--- config.mk ---
export PLATFORM = sky130hd
export DESIGN_NAME = water_level_monitor_mc
export DESIGN_NICKNAME = d
export VERILOG_FILES = /design/src/rtl/water_level_monitor_mc.sv
export SDC_FILE = /design/constraint.sdc
export NUM_CORES = 1
export LEC_CHECK = 0
export CORE_ASPECT_RATIO = 0.7
export CORE_MARGIN = 2
export CORE_UTILIZATION = 65
export CTS_BUF_LIST = sky130_fd_sc_hd__clkbuf_8
export DETAILED_ROUTE_END_ITERATION = 12
export HOLD_SLACK_MARGIN = 0.12
export PLACE_DENSITY_LB_ADDON = 0.05
export SLEW_MARGIN = 20
export SYNTH_ARGS = -nofsm -noshare
export SYNTH_HDL_FRONTEND = slang
export SYNTH_SLANG_ARGS = --single-unit
--- constraint.sdc ---
create_clock -name i_clk -period 5.38 [get_ports i_clk]
set_input_delay 0.538 -clock i_clk [delete_from_list [all_inputs] [get_ports i_clk]]
set_output_delay 0.538 -clock i_clk [all_outputs]
set_load 0.005 [all_outputs]
--- src/rtl/water_level_monitor_mc.sv ---
// Multi-channel water level monitor: per-channel debounced, hysteretic NORMAL/WARN/ALARM/ACKED
// classification plus registered summary flags. Define WD_ALARM_LATCH_EN to latch ALARM until ack.

module water_level_ch #(
  parameter int LVL_W    = 8,
  parameter int WARN_TH  = 60,
  parameter int ALARM_TH = 80,
  parameter int HYST     = 5,
  parameter int DEB_CYC  = 1000
) (
  input  logic             i_clk,
  input  logic             i_rst_n,
  input  logic             i_wr,
  input  logic [LVL_W-1:0] i_level,
  input  logic             i_ack,
  output logic [1:0]       o_state
);
  typedef enum logic [1:0] {ST_NORMAL = 2'd0, ST_WARN = 2'd1, ST_ALARM = 2'd2, ST_ACKED = 2'd3} state_t;

  localparam int CNT_W = $clog2(DEB_CYC + 1);
  localparam logic [LVL_W-1:0] A_HI = LVL_W'(ALARM_TH);
  localparam logic [LVL_W-1:0] A_LO = LVL_W'(ALARM_TH - HYST);
  localparam logic [LVL_W-1:0] W_HI = LVL_W'(WARN_TH);
  localparam logic [LVL_W-1:0] W_LO = LVL_W'(WARN_TH - HYST);
  localparam logic [CNT_W-1:0] DEB_M1  = CNT_W'(DEB_CYC - 1);
  localparam logic [CNT_W-1:0] CNT_MAX = {CNT_W{1'b1}};

  logic [LVL_W-1:0] r_level;
  state_t           r_state;
  logic [CNT_W-1:0] r_cnt;
  logic [1:0]       w_cur_cls;
  logic [1:0]       w_tgt_cls;

  // Class codes 0/1/2 coincide with the NORMAL/WARN/ALARM state codes.
  always_comb begin
    w_cur_cls = 2'd0;
    if (r_state == ST_ALARM || r_state == ST_ACKED) w_cur_cls = 2'd2;
    else if (r_state == ST_WARN)                    w_cur_cls = 2'd1;

    w_tgt_cls = 2'd0;
    if (r_level >= A_HI)                             w_tgt_cls = 2'd2;
    else if (w_cur_cls == 2'd2 && r_level >= A_LO)   w_tgt_cls = 2'd2;
    else if (r_level >= W_HI)                        w_tgt_cls = 2'd1;
    else if (w_cur_cls != 2'd0 && r_level >= W_LO)   w_tgt_cls = 2'd1;
`ifdef WD_ALARM_LATCH_EN
    if (r_state == ST_ALARM) w_tgt_cls = 2'd2;
`else
`endif
  end

  always_ff @(posedge i_clk) begin
    if (!i_rst_n) begin
      r_level <= '0;
      r_state <= ST_NORMAL;
      r_cnt   <= '0;
    end else begin
      if (i_wr) r_level <= i_level;
      if (w_tgt_cls == w_cur_cls) begin
        r_cnt <= '0;
        if (i_ack && r_state == ST_ALARM) r_state <= ST_ACKED;
      end else if (r_cnt == DEB_M1) begin
        // Debounced transition takes precedence over a coincident ack.
        r_cnt   <= '0;
        r_state <= state_t'(w_tgt_cls);
      end else begin
        if (r_cnt != CNT_MAX) r_cnt <= r_cnt + 1'b1;
        if (i_ack && r_state == ST_ALARM) r_state <= ST_ACKED;
      end
    end
  end

  assign o_state = r_state;
endmodule

module water_level_monitor_mc #(
  parameter int N_CH     = 4,
  parameter int LVL_W    = 8,
  parameter int WARN_TH  = 60,
  parameter int ALARM_TH = 80,
  parameter int HYST     = 5,
  parameter int DEB_CYC  = 1000,
  localparam int CH_W    = (N_CH > 1) ? $clog2(N_CH) : 1
) (
  input  logic              i_clk,
  input  logic              i_rst_n,
  input  logic              i_level_valid,
  input  logic [CH_W-1:0]   i_level_ch,
  input  logic [LVL_W-1:0]  i_level_in,
  input  logic              i_ack,
  output logic [2*N_CH-1:0] o_ch_state,
  output logic              o_warn_any,
  output logic              o_alarm_any,
  output logic              o_beep_en,
  output logic [CH_W-1:0]   o_worst_ch
);
  logic [N_CH-1:0][1:0] w_state;

  // Channels outside 0..N_CH-1 never match a write select, so such writes drop.
  for (genvar g = 0; g < N_CH; g++) begin : g_ch
    water_level_ch #(
      .LVL_W(LVL_W), .WARN_TH(WARN_TH), .ALARM_TH(ALARM_TH), .HYST(HYST), .DEB_CYC(DEB_CYC)
    ) u_ch (
      .i_clk   (i_clk),
      .i_rst_n (i_rst_n),
      .i_wr    (i_level_valid && (i_level_ch == CH_W'(g))),
      .i_level (i_level_in),
      .i_ack   (i_ack),
      .o_state (w_state[g])
    );
  end

  assign o_ch_state = w_state;

  logic            w_warn, w_alarm, w_beep;
  logic [1:0]      w_rank, w_best;
  logic [CH_W-1:0] w_worst;

  // Rank ALARM > ACKED > WARN > NORMAL; strict compare keeps the lowest index on ties.
  always_comb begin
    w_warn  = 1'b0;
    w_alarm = 1'b0;
    w_beep  = 1'b0;
    w_rank  = 2'd0;
    w_best  = 2'd0;
    w_worst = '0;
    for (int i = 0; i < N_CH; i++) begin
      case (w_state[i])
        2'd1:    w_rank = 2'd1;
        2'd2:    w_rank = 2'd3;
        2'd3:    w_rank = 2'd2;
        default: w_rank = 2'd0;
      endcase
      if (w_state[i] == 2'd1) w_warn  = 1'b1;
      if (w_state[i][1])      w_alarm = 1'b1;
      if (w_state[i] == 2'd2) w_beep  = 1'b1;
      if (w_rank > w_best) begin
        w_best  = w_rank;
        w_worst = CH_W'(i);
      end
    end
  end

  always_ff @(posedge i_clk) begin
    if (!i_rst_n) begin
      o_warn_any  <= 1'b0;
      o_alarm_any <= 1'b0;
      o_beep_en   <= 1'b0;
      o_worst_ch  <= '0;
    end else begin
      o_warn_any  <= w_warn;
      o_alarm_any <= w_alarm;
      o_beep_en   <= w_beep;
      o_worst_ch  <= w_worst;
    end
  end
endmodule
; ---- After elaboration in Yosys (flattened, before gate mapping)
; Index checks and enable logic that the tools add are counted.
[word_totals]
ff_bits = 85
in_bits = 14
word_cells = 159
[op_classes]
addsub = 4
order_cmp = 20
eq_ne = 31
muxes = 58
bitwise_logic = 1
n_reduce_logical = 29
[ops]
columns = operator, count
row1 = $mux 2, 33
row2 = $ge 8x6->1 const B, 8
row3 = $ge 8x7->1 const B, 8
row4 = $add 10x1->10 const B, 4
row5 = $eq 10x10->1 const B, 4
row6 = $ne 10x10->1 const B, 4
row7 = $eq 2x2->1 const B, 14
row8 = $pmux 2 s3, 4
row9 = $mux 1, 21
row10 = $logic_and 1x1->1, 16
row11 = $reduce_or 3->1, 4
row12 = $eq 2x1->1 const B, 5
row13 = $eq 2x2->1, 4
row14 = $reduce_bool 2->1, 4
row15 = $gt 2x2->1, 3
row16 = $logic_or 1x1->1, 4
row17 = $gt 2x1->1 const B, 1
row18 = $logic_not 2->1, 1
row19 = $not 1->1, 1

; ---- Depth between registers and ports, before layout
; Gate-level depths: netlist of run 1.
[logic_depth]
depth_word = 11
ltp_mapped = 17
ltp_nobuf = 17

; ---- Cells and area by module
; Synthesis of run 1 repeated with hierarchy kept, for this count alone.
[unflattened]
hier_cells = 501
area_unflattened_um2 = 4800.9
[by_module_without_submodules]
columns = mod, instances, cells_per_inst, area_each_um2
row1 = water_level_ch, 4, 108, 1043.5
row2 = water_level_monitor_mc, 1, 69, 626.9

; ---- Worst setup path before layout of run 1
; Ideal clock, no wire load.
[synth_path]
path_kind = register to register
start = register g_ch[1].u_ch.r_state[0]
end = register o_worst_ch[1]
arrival_time_ns = 2.888
required_time_ns = 5.248
setup_slack_ns = 2.360
stages_incl_launch_ff = 18
n_path_buf = 0
period_less_slack_ns = 3.020
path_cell_list = dfxtp_1 -> inv_1 -> ha_1 -> nor2_1 -> nor2_1 -> ha_1 -> a21oi_1 -> a21oi_1 -> mux2_2 -> ha_1 -> inv_1 -> o22ai_1 -> nand2_1 -> o21ai_0 -> ha_1 -> nor2b_1 -> o21ai_0 -> a21oi_1
[synth_via]
elab_chain_len = 8
word_cells_on_any_way = 11
[synth_lines]
columns = item, line_no
row1 = "start, declared", 29  ; state_t r_state;
row2 = "start signal, assigned", 64  ; r_state <= state_t'(w_tgt_cls);
row3 = $eq 2x2->1 / $eq 2x1->1 (equally long branches), 127  ; case (w_state[i])
row4 = $pmux 2 s3 *, 127
row5 = $gt 2x2->1, 136  ; if (w_rank > w_best) begin
row6 = $mux 2 *, 136
row7 = $gt 2x2->1, 136
row8 = $mux 2, 136
row9 = $gt 2x2->1, 136
row10 = $mux 2 *, 136
row11 = "end signal, assigned", 153  ; o_worst_ch <= w_worst;
row12 = "end, declared", 94  ; output logic [CH_W-1:0] o_worst_ch
; Every way passes the cells marked *; elsewhere a longest branch is shown, timed or not.
; A chain may end at the register's enable or synchronous reset.

; ---- Worst setup path in the final report of run 1
[layout_path]
start = register g_ch[1].u_ch.r_state[0]
end = register o_worst_ch[0]
[layout_via]
elab_chain_len = 8
word_cells_on_any_way = 12
[layout_lines]
columns = item, line_no
row1 = $eq 2x2->1 / $eq 2x1->1 (equally long branches), 127
row2 = $pmux 2 s3 *, 127
row3 = $gt 2x2->1, 136
row4 = $mux 2, 136
row5 = $gt 2x2->1, 136
row6 = $mux 2, 136
row7 = $gt 2x2->1, 136
row8 = $mux 2 *, 136
; Marked as above.

==> impl_metrics.env, run 1 <==
export IMPL_cts_made_buffers=9
export IMPL_postCtsSetupBuffers=0
export IMPL_fin_util=0.7442
export IMPL_post_cts_resized=0
export IMPL_h_tree_depth=3
export IMPL_slew_headroom=0.4812
export IMPL_hold_viol=0
export IMPL_whs_endpoint="g_ch[1].u_ch.r_cnt[1]"
export IMPL_yosys_warnings=0
export IMPL_critPathKind="reg2reg"
export IMPL_irDropWorstVdd_v=0.0001657
export IMPL_worstPathCellList="inv_1, ha_1, nor2_1, nor2_1, ha_1, a21oi_1, a21oi_1, mux2_2, ha_1, inv_1, o22ai_1, nand2_1, o21ai_0, ha_1, nor2b_1, o21ai_0, a21oi_1"
export IMPL_nets=575
export IMPL_n_antenna_cell=0
export IMPL_route_detailed_drc=0
export IMPL_outcome="finished clean"
export IMPL_fin_cells=628
export IMPL_period_minus_slack_ns=3.386
export IMPL_r2r_cells=17
export IMPL_cts_root_buf="clkbuf_8"
export IMPL_arrival_ns=3.59
export IMPL_synth_compound_area_share=0.1320
export IMPL_avgSynthCellArea_um2=8.724
export IMPL_drv_slew=0
export IMPL_yosysMostFrequentCell="nor2_1"
export IMPL_io_buffer_count=26
export IMPL_dp_slack_ns=2.042
export IMPL_critPathRequiredTime_ns=5.58
export IMPL_total_power_w=0.001188
export IMPL_p_sw_w=0.0002656
export IMPL_min_path_cells=2
export IMPL_grt_use_total=0.2669
export IMPL_ys_seq_area_frac=0.3878
export IMPL_cp_end_kind="flop"
export IMPL_grt_max_degree=47
export IMPL_dp_cells=612
export IMPL_drv_cap=0
export IMPL_clkPwrFrac=0.400
export IMPL_hold_buffers=0
export IMPL_hold_start="g_ch[1].u_ch.r_cnt[1]"
export IMPL_fin_ws_ns=1.994
export IMPL_power_internal_w=0.0009220
export IMPL_seqPwrFrac=0.544
export IMPL_critPathLaunchType="flop"
export IMPL_synth_top_area_cell="dfxtp_1"
export IMPL_combPwrFrac=0.056
export IMPL_synthMuxAreaShare=0.08526
export IMPL_syn_inst=503
export IMPL_crit_fanout=5
export IMPL_fp_dieW_um=102.2
export IMPL_crit_path_max_incr_delay_ns=0.41
export IMPL_synth_top_area_frac=0.3878
export IMPL_drive_gt1_frac=0.05243
export IMPL_synthTopCellsByArea="dfxtp_1 39%, ha_1 9.1%, mux2i_1 7.8%"
export IMPL_place_congestion=0.8020
export IMPL_initial_core_util=0.6617
export IMPL_drtAntennaViolNets=0
export IMPL_cts_num_sinks=85
export IMPL_rsz0062_at_grt="no"
export IMPL_viasPerCell=5.675
export IMPL_skew_ns=0.005467
export IMPL_fp_dieH_um=72.74
export IMPL_synth_top_family_by_area="simple AND/OR/NAND/NOR gates"
export IMPL_wl_um=9276
export IMPL_synth_fp_nets=549
export IMPL_crit_path_frequent_cell="ha_1"
export IMPL_grt_pass1_vias=3268
export IMPL_hold_class="reg2reg"
export IMPL_grt_overflow_total=0
export IMPL_drt_iter0_drc=149
export IMPL_num_io_pins=27
export IMPL_slowest_stage="dfxtp_1"
export IMPL_r2r_setup_slack_ns=1.99
export IMPL_cts_max_path_buffers=2
export IMPL_cellPowerDensity_nw_per_um2=240.6
export IMPL_clk_pin_slew_ns=0.08
export IMPL_synth_xor_area_frac=0.04790
export IMPL_leakage_nw=1.959
export IMPL_synthToLayoutAreaGrowth_pct=12.46
export IMPL_tritoncts="built"
export IMPL_p_sw_frac=0.2236
export IMPL_synth_commonest_cells="86 x nor2_1, 85 x dfxtp_1, 34 x mux2i_1, 32 x ha_1, 29 x nand2_1"
export IMPL_firstDrtPassIters=4
export IMPL_synth_fa_ha_area_frac=0.09125
export IMPL_r2r_end="o_worst_ch[0]"
export IMPL_antenna_found_initial=0
export IMPL_dr_total_vias=3564
export IMPL_core_um2=6631
export IMPL_dieArea_um2=7434
export IMPL_ys_types=54
export IMPL_clkLatencyLatePin_ns=0.35
export IMPL_grt_pass1_wl_um=15400
export IMPL_rows=25
export IMPL_dp_hpwl_um=6856
export IMPL_setup_viol=0
export IMPL_ys_async_sr_fraction=0
export IMPL_r2r_start="g_ch[1].u_ch.o_state[0]"
export IMPL_yosys_register_bits=85
export IMPL_setup_tns_ns=0
export IMPL_fin_crit_sh=0.6294
export IMPL_synth_edf_count=0
export IMPL_tightest_slew_ns=0.7711
export IMPL_fmax_mhz=295.3
export IMPL_yosys_area_share_simple=0.2238
export IMPL_wl_per_cell_um=14.77
export IMPL_synth_area_um2=4388
export IMPL_synthFlopType="dfxtp_1"
## cell usage in the layout (no fill, tap or decap), drive strengths merged, types with 5 or more instances in the layout
master / n
nand4: 6
nand2: 29
a211oi: 6
inv: 28
xnor2: 9
nor2b: 5
ha: 32
and3: 10
clkdlybuf4s50: 26
a21oi: 28
xor2: 15
a31oi: 5
dfxtp: 85
a311oi: 5
nor3: 14
mux2i: 34
nand3b: 5
nor2: 86
nor4: 5
nand3: 20
o21ai: 16
o211ai: 5
clkbuf: 9
## stage by stage
step	instance area [µm²]	hold slack (ns)
finish	4935	0.4922
global route	4935	0.5361
CTS	4935	0.4920
detailed placement	4727	0.4812
global placement	4727	0.4768
floorplan	4388	0.4579
## worst max-delay path: cells and delay by family, from the launching register on
family	cells	cell delay, ns
AND/OR/NAND/NOR	4	0.40
AO/OA/AOI/OAI	6	0.89
multiplexers	1	0.38
flip-flops	1	0.41
buffers and inverters	2	0.16
adder cells (fa/ha/maj)	4	1.01
## flip-flops by register name, indices dropped and copies added, names as in the netlist
register	flops
o_worst_ch	2
o_warn_any	1
g_ch.u_ch.r_cnt	40
g_ch.u_ch.r_level	32
o_beep_en	1
g_ch.u_ch.o_state	8
o_alarm_any	1
## power by group through the flow
stage / registers, W / clock network (W) / logic [W]
CTS: 0.000646 / 0.000484 / 0.0000655
detailed placement: 0.000661 / 0 / 0.0000651
global placement: 0.000661 / 0 / 0.0000633
global route: 0.000648 / 0.000509 / 0.0000728
finish: 0.000647 / 0.000475 / 0.0000661
floorplan: 0.000659 / 0 / 0.0000421
## kinds of logic (layout without fill, tap and decap cells)
kind of cell               Yosys count  after routing
and+or+nand+nor                    201            201
AOI/OAI and AO/OA                   87             87
DFF                                 85             85
muxes                               37             37
buffers and inverters               37             68
adders and majority gates           32             32
xor gates and xnor gates            24             24
## layer usage
layer	up-vias	wire, µm	track usage
li1	1831	-	-
met1	1661	4515	0.3659
met2	64	4109	0.4094
met3	8	569	0.08621
met4	0	82	0.06963
met5	-	0	0
## worst max-delay path by stage
stage	from	end	slack, ns	depth (start not counted)
after global placement	g_ch[1].u_ch.o_state[0]	o_worst_ch[1]	2.22	17
after global routing	g_ch[1].u_ch.o_state[0]	o_worst_ch[0]	1.71	17
after CTS	g_ch[1].u_ch.o_state[0]	o_worst_ch[0]	2.02	17
after detailed placement	g_ch[1].u_ch.o_state[0]	o_worst_ch[0]	2.04	17
final	g_ch[1].u_ch.o_state[0]	o_worst_ch[0]	1.99	17
after floorplan	g_ch[1].u_ch.o_state[0]	o_worst_ch[1]	2.36	17
## area by class of cell
| cell class | instances | area (µm²) |
|---|---|---|
| clock buffers | 9 | 123.9 |
| clock inverters | 7 | 83.83 |
| flip-flops and latches | 85 | 1702 |
| fillers | 525 | 1697 |
| well taps | 94 | 117.6 |
| repair buffers | 27 | 267.8 |
| multi-input cells | 381 | 2546 |
| inverters | 25 | 93.84 |
No activity file was read; power rests on OpenSTA's default activity.
==> run 2, diff against run 1 <==
- CORE_UTILIZATION: 65 -> 56
- clock period: 5.38 -> 2.9 ns (I/O delays scaled with it)
==> run 2 against run 1 <==
Compared with the run above: combinational power grew 89%; final area grew 6.8%; clock skew grew 0.013 ns; critical path type unchanged; largest power group unchanged.
==> impl_metrics.env, run 2 (synthesis gave the netlist of run 1 again) <==
export IMPL_outcome="finished clean"
export IMPL_clkLatencyLatePin_ns=0.37
export IMPL_seqPwrFrac=0.524
export IMPL_skew_ns=0.01837
export IMPL_initial_core_util=0.5890
export IMPL_multi_input_area_um2=2708
export IMPL_leakage_nw=2.062
export IMPL_endpoint="o_worst_ch[0]"
export IMPL_arrival_ns=3.12
export IMPL_r2r_setup_slack_ns=0.08
export IMPL_crit_fanout=3
export IMPL_viasPerCell=5.654
export IMPL_n_antenna_cell=0
export IMPL_slew_headroom=0.4726
export IMPL_critPathRequiredTime_ns=3.20
export IMPL_drv_cap=0
export IMPL_layout_common_cells="84 x nor2_1, 81 x dfxtp_1, 34 x mux2i_1"
export IMPL_cp_end_kind="flop"
export IMPL_final_common_cell="nor2_1"
export IMPL_largest_register_ffs=40
export IMPL_irDropWorstVdd_v=0.0006357
export IMPL_rows=26
export IMPL_core_um2=7450
export IMPL_hold_class="reg2reg"
export IMPL_dp_hpwl_um=7090
export IMPL_fmax_mhz=354.9
export IMPL_dieArea_um2=8571
export IMPL_drt_iter0_drc=257
export IMPL_fp_dieH_um=78.06
export IMPL_firstDrtPassIters=4
export IMPL_nets=593
export IMPL_setup_viol=0
export IMPL_regArea_um2=1712
export IMPL_postLayoutCellArea_um2=5273
export IMPL_place_congestion=0.8374
export IMPL_dr_max_layer_used="met4"
export IMPL_io_buffer_count=26
export IMPL_clk_pin_slew_ns=0.09
export IMPL_num_io_pins=27
export IMPL_n_fill_cell=590
export IMPL_hold_viol=0
export IMPL_met1_length_um=5040
export IMPL_dr_total_vias=3675
export IMPL_fin_crit_sh=0.9717
export IMPL_p_sw_w=0.0005214
export IMPL_cts_root_buf="clkbuf_8"
export IMPL_power_internal_w=0.001762
export IMPL_r2r_start="g_ch[1].u_ch.o_state[0]"
export IMPL_cellPowerDensity_nw_per_um2=433.0
export IMPL_route_met3_wl_um=414
export IMPL_wl_um=10060
export IMPL_largest_register="g_ch.u_ch.r_cnt"
export IMPL_grt_use_total=0.2488
export IMPL_critPathKind="reg2reg"
export IMPL_grt_pass1_vias=3449
export IMPL_h_tree_depth=3
export IMPL_r2r_cells=17
export IMPL_period_minus_slack_ns=2.818
export IMPL_critPathLaunch="g_ch[1].u_ch.o_state[0]"
export IMPL_critPathLaunchType="flop"
export IMPL_antenna_found_initial=0
export IMPL_combPwrFrac=0.055
export IMPL_grt_pass1_wl_um=16430
export IMPL_fp_dieW_um=109.8
export IMPL_cts_max_path_buffers=2
export IMPL_synthToLayoutAreaGrowth_pct=20.16
export IMPL_grt_max_degree=33
export IMPL_rsz0062_at_grt="yes"
export IMPL_wl_per_cell_um=15.47
export IMPL_tightest_slew_ns=0.7839
export IMPL_clkPwrFrac=0.421
export IMPL_grt_overflow_total=0
export IMPL_p_sw_frac=0.2283
export IMPL_tritoncts="built"
export IMPL_place_area_um2=4825
export IMPL_route_detailed_drc=0
export IMPL_cts_made_buffers=9
export IMPL_r2r_end="o_worst_ch[0]"
export IMPL_drv_slew=0
export IMPL_drtAntennaViolNets=0
export IMPL_total_power_w=0.002283
export IMPL_cts_num_sinks=85
export IMPL_drive_gt1_frac=0.1395
export IMPL_wl_met2_um=4474
==> run 2: worst min path at each step <==
| stage | from | end | slack [ns] | cells past startpoint |
|---|---|---|---|---|
| 2_1_floorplan | i_level_in[6] | g_ch[0].u_ch.r_level[6] | 0.43 | 2 |
| 4_1_cts | g_ch[1].u_ch.r_cnt[1] | g_ch[1].u_ch.r_cnt[1] | 0.49 | 2 |
| 3_3_place_gp | g_ch[1].u_ch.r_cnt[1] | g_ch[1].u_ch.r_cnt[1] | 0.48 | 2 |
| 6_report | g_ch[1].u_ch.r_cnt[1] | g_ch[1].u_ch.r_cnt[1] | 0.49 | 2 |
| 5_1_grt | g_ch[1].u_ch.r_cnt[1] | g_ch[1].u_ch.r_cnt[1] | 0.54 | 2 |
| 3_5_place_dp | g_ch[1].u_ch.r_cnt[1] | g_ch[1].u_ch.r_cnt[1] | 0.48 | 2 |
==> run 2: critical path: stages, from the launching register on <==
cell and delay (ns):
dfxtp_4 0.37, inv_2 0.06, buf_6 0.13, ha_4 0.16, nor2_4 0.15, ha_4 0.24, a21oi_4 0.17, a21oi_2 0.06
mux2_4 0.32, ha_4 0.28, inv_4 0.03, o22ai_4 0.17, nand2_1 0.08, o21ai_2 0.06, ha_1 0.23, nand2_1 0.08
o21ai_2 0.06, a21oi_1 0.11
==> run 2: metrics by stage <==
stage	util	hold WS, ns	cells	setup WS [ns]	setup TNS [ns]
floorplan	-	0.4287	503	0.02661	0
global placement	0.6476	0.4758	627	0.02955	0
detailed placement	0.6476	0.4789	627	-0.1149	-0.2288
CTS	0.6911	0.4907	646	0.0005933	0
global route	0.7078	0.5406	650	-0.06098	-0.1216
finish	0.7078	0.4918	650	0.08206	0
==> run 2: power by group through the flow <==
stage | combinational (W) | clock, W | sequential, W
2_1_floorplan | 0.0000781 | 0 | 0.00122
3_5_place_dp | 0.000123 | 0 | 0.00123
3_3_place_gp | 0.000120 | 0 | 0.00123
4_1_cts | 0.000124 | 0.000972 | 0.00120
5_1_grt | 0.000135 | 0.00102 | 0.00120
6_report | 0.000125 | 0.000961 | 0.00120
==> run 2: area by class of cell <==
cell class / instances / share of cell area
multi-input cells: 381 / 0.5135
clock inverters: 5 / 0.01400
repair buffers: 45 / 0.07712
flip-flops and latches: 85 / 0.3246
well taps: 98 / 0.02326
inverters: 25 / 0.01875
clock buffers: 11 / 0.02871
==> run 2: timing repair <==
item                       in CTS  in global routing
setup buffers                   3                  4
hold buffers                    0                  0
pin swaps                      10                 11
setup endpoints to repair       2                  2
gates resized for setup        16                 25
==> run 2: per-layer routing <==
metal / global-route usage / vias to the layer above
met1: 0.3528 / 1733
li1: - / 1863
met4: 0.08861 / 0
met5: 0 / -
met3: 0.05980 / 12
met2: 0.3675 / 67
==> run 3, diff against run 2 <==
- CORE_UTILIZATION: 56 -> 30
- GPL_TIMING_DRIVEN: unset -> 0
==> run 3 against run 2 <==
Compared with the run above: worst hold slack got worse by 0.0020 ns; total power fell by 5.1%; core utilization fell by 33 points; largest cell class unchanged; highest routed layer unchanged.
==> impl_metrics.env, run 3 (synthesis gave the netlist of run 1 again) <==
export IMPL_outcome="finished clean"
export IMPL_h_tree_depth=3
export IMPL_critPathLaunchType="flop"
export IMPL_cts_made_buffers=9
export IMPL_min_path_cells=2
export IMPL_largest_register_ffs=40
export IMPL_drt_iter0_drc=201
export IMPL_layout_common_cells="83 x nor2_1, 81 x dfxtp_1, 34 x mux2i_1"
export IMPL_hold_ws_ns=0.4898
export IMPL_dp_hpwl_um=7763
export IMPL_tightest_slew_ns=0.7135
export IMPL_grt_pass1_wl_um=17600
export IMPL_n_antenna_cell=0
export IMPL_final_common_cell="nor2_1"
export IMPL_dr_total_vias=3619
export IMPL_drv_cap=0
export IMPL_route_detailed_drc=0
export IMPL_period_minus_slack_ns=2.847
export IMPL_num_io_pins=27
export IMPL_fp_dieH_um=105.2
export IMPL_grt_overflow_total=0
export IMPL_rsz0062_at_grt="yes"
export IMPL_crit_fanout=4
export IMPL_critPathKind="reg2reg"
export IMPL_tritoncts="built"
export IMPL_setup_tns_ns=0
export IMPL_leakage_nw=2.033
export IMPL_fp_dieW_um=148.6
export IMPL_initial_core_util=0.3112
export IMPL_r2r_setup_slack_ns=0.05
export IMPL_wl_um=10440
export IMPL_synthToLayoutAreaGrowth_pct=22.33
export IMPL_firstDrtPassIters=4
export IMPL_drtAntennaViolNets=0
export IMPL_skew_ns=0.006650
export IMPL_grt_use_total=0.1444
export IMPL_drv_slew=0
export IMPL_cellPowerDensity_nw_per_um2=403.7
export IMPL_fmax_mhz=351.2
export IMPL_hold_class="reg2reg"
export IMPL_viasPerCell=4.838
export IMPL_r2r_cells=16
export IMPL_largest_register="g_ch.u_ch.r_cnt"
export IMPL_nets=599
export IMPL_antenna_found_initial=0
export IMPL_place_congestion=0.8251
export IMPL_rows=36
export IMPL_arrival_ns=3.14
export IMPL_cts_max_path_buffers=2
export IMPL_grt_pass1_vias=3489
export IMPL_dieArea_um2=15630
export IMPL_cp_end_kind="flop"
export IMPL_grt_max_degree=15
export IMPL_core_um2=14100
export IMPL_critPathRequiredTime_ns=3.19
export IMPL_irDropWorstVdd_v=0.0002013
export IMPL_io_buffer_count=24
export IMPL_setup_viol=0
export IMPL_clk_pin_slew_ns=0.09
export IMPL_wl_per_cell_um=13.96
export IMPL_drive_gt1_frac=0.1362
export IMPL_clkLatencyLatePin_ns=0.36
export IMPL_cts_num_sinks=85
export IMPL_hold_viol=0
export IMPL_fin_util=0.3807
export IMPL_cts_root_buf="clkbuf_8"
export IMPL_fin_crit_sh=0.9817
export IMPL_slew_headroom=0.5200
## run 3: cell count changes in the layout (fill, tap and decap cells not counted), sizes merged
| cell | before | now |
|---|---|---|
| clkinvlp | 0 | 2 |
| clkdlybuf4s50 | 26 | 24 |
| bufinv | 2 | 1 |
| clkinv | 2 | 3 |
| clkbuf | 11 | 17 |
## run 3: final cells by class
| cell class | instances | area, µm² |
|---|---|---|
| tap | 190 | 237.7 |
| clock inverter | 7 | 67.56 |
| sequential | 85 | 1717 |
| inverter | 25 | 108.9 |
| buffer | 12 | 46.29 |
| timing repair buffer | 39 | 356.6 |
| clock buffer | 9 | 123.9 |
| fill | 1448 | 8731 |
| multi-input combinational | 381 | 2710 |
## run 3: metal layers
layer	vias to the layer above	wire length [µm]	share of wire	track usage
li1	1877	-	-	-
met1	1701	5852	0.56	0.2136
met2	31	4225	0.40	0.2080
met3	10	250	0.024	0.03275
met4	0	115	0.011	0.04014
met5	-	0	0	0
## run 3: critical path, cell delays in order (launching register included)
cell      delay, ns
dfxtp_4        0.39
inv_6          0.05
ha_4           0.15
o21bai_4       0.19
ha_4           0.29
a21oi_2        0.06
a21oi_2        0.15
mux2_4         0.34
ha_4           0.27
inv_2          0.04
o22ai_4        0.16
nand2_1        0.09
o21ai_2        0.06
ha_1           0.25
nand2_2        0.07
o21ai_2        0.07
a21oi_2        0.15
## run 3: power breakdown
part	internal (W)	leakage (nW)	total [W]	switching (W)
Sequential	0.00118	0.690	0.00120	0.0000160
Clock	0.000394	0.0964	0.000846	0.000452
Combinational	0.0000517	1.25	0.000125	0.0000738
## run 3: worst paths after layout
check | start | end
worst max-delay path | g_ch[0].u_ch.o_state[0] | o_worst_ch[1]
worst min-delay path | g_ch[1].u_ch.r_cnt[1] | g_ch[1].u_ch.r_cnt[1]
worst max register to register | g_ch[0].u_ch.o_state[0] | o_worst_ch[1]
worst min register to register | g_ch[1].u_ch.r_cnt[1] | g_ch[1].u_ch.r_cnt[1]
## run 3: what timing repair did
action,in CTS,in global routing
buffers inserted,9,6
resized for setup,27,21
hold buffers,0,0
hold endpoints to repair,0,0
pin swaps,8,12
endpoints found under the setup margin,2,2
## run 3: per-stage QoR
step	area, µm²	worst slack, ns	power, W	cells
after floorplan	4398	0.02661	0.001300	503
after global placement	4876	-0.4686	0.001351	717
after detailed placement	4876	-0.5033	0.001352	717
after CTS	5233	0.002713	0.002209	742
after global routing	5368	-0.07715	0.002267	748
final	5368	0.05297	0.002167	748
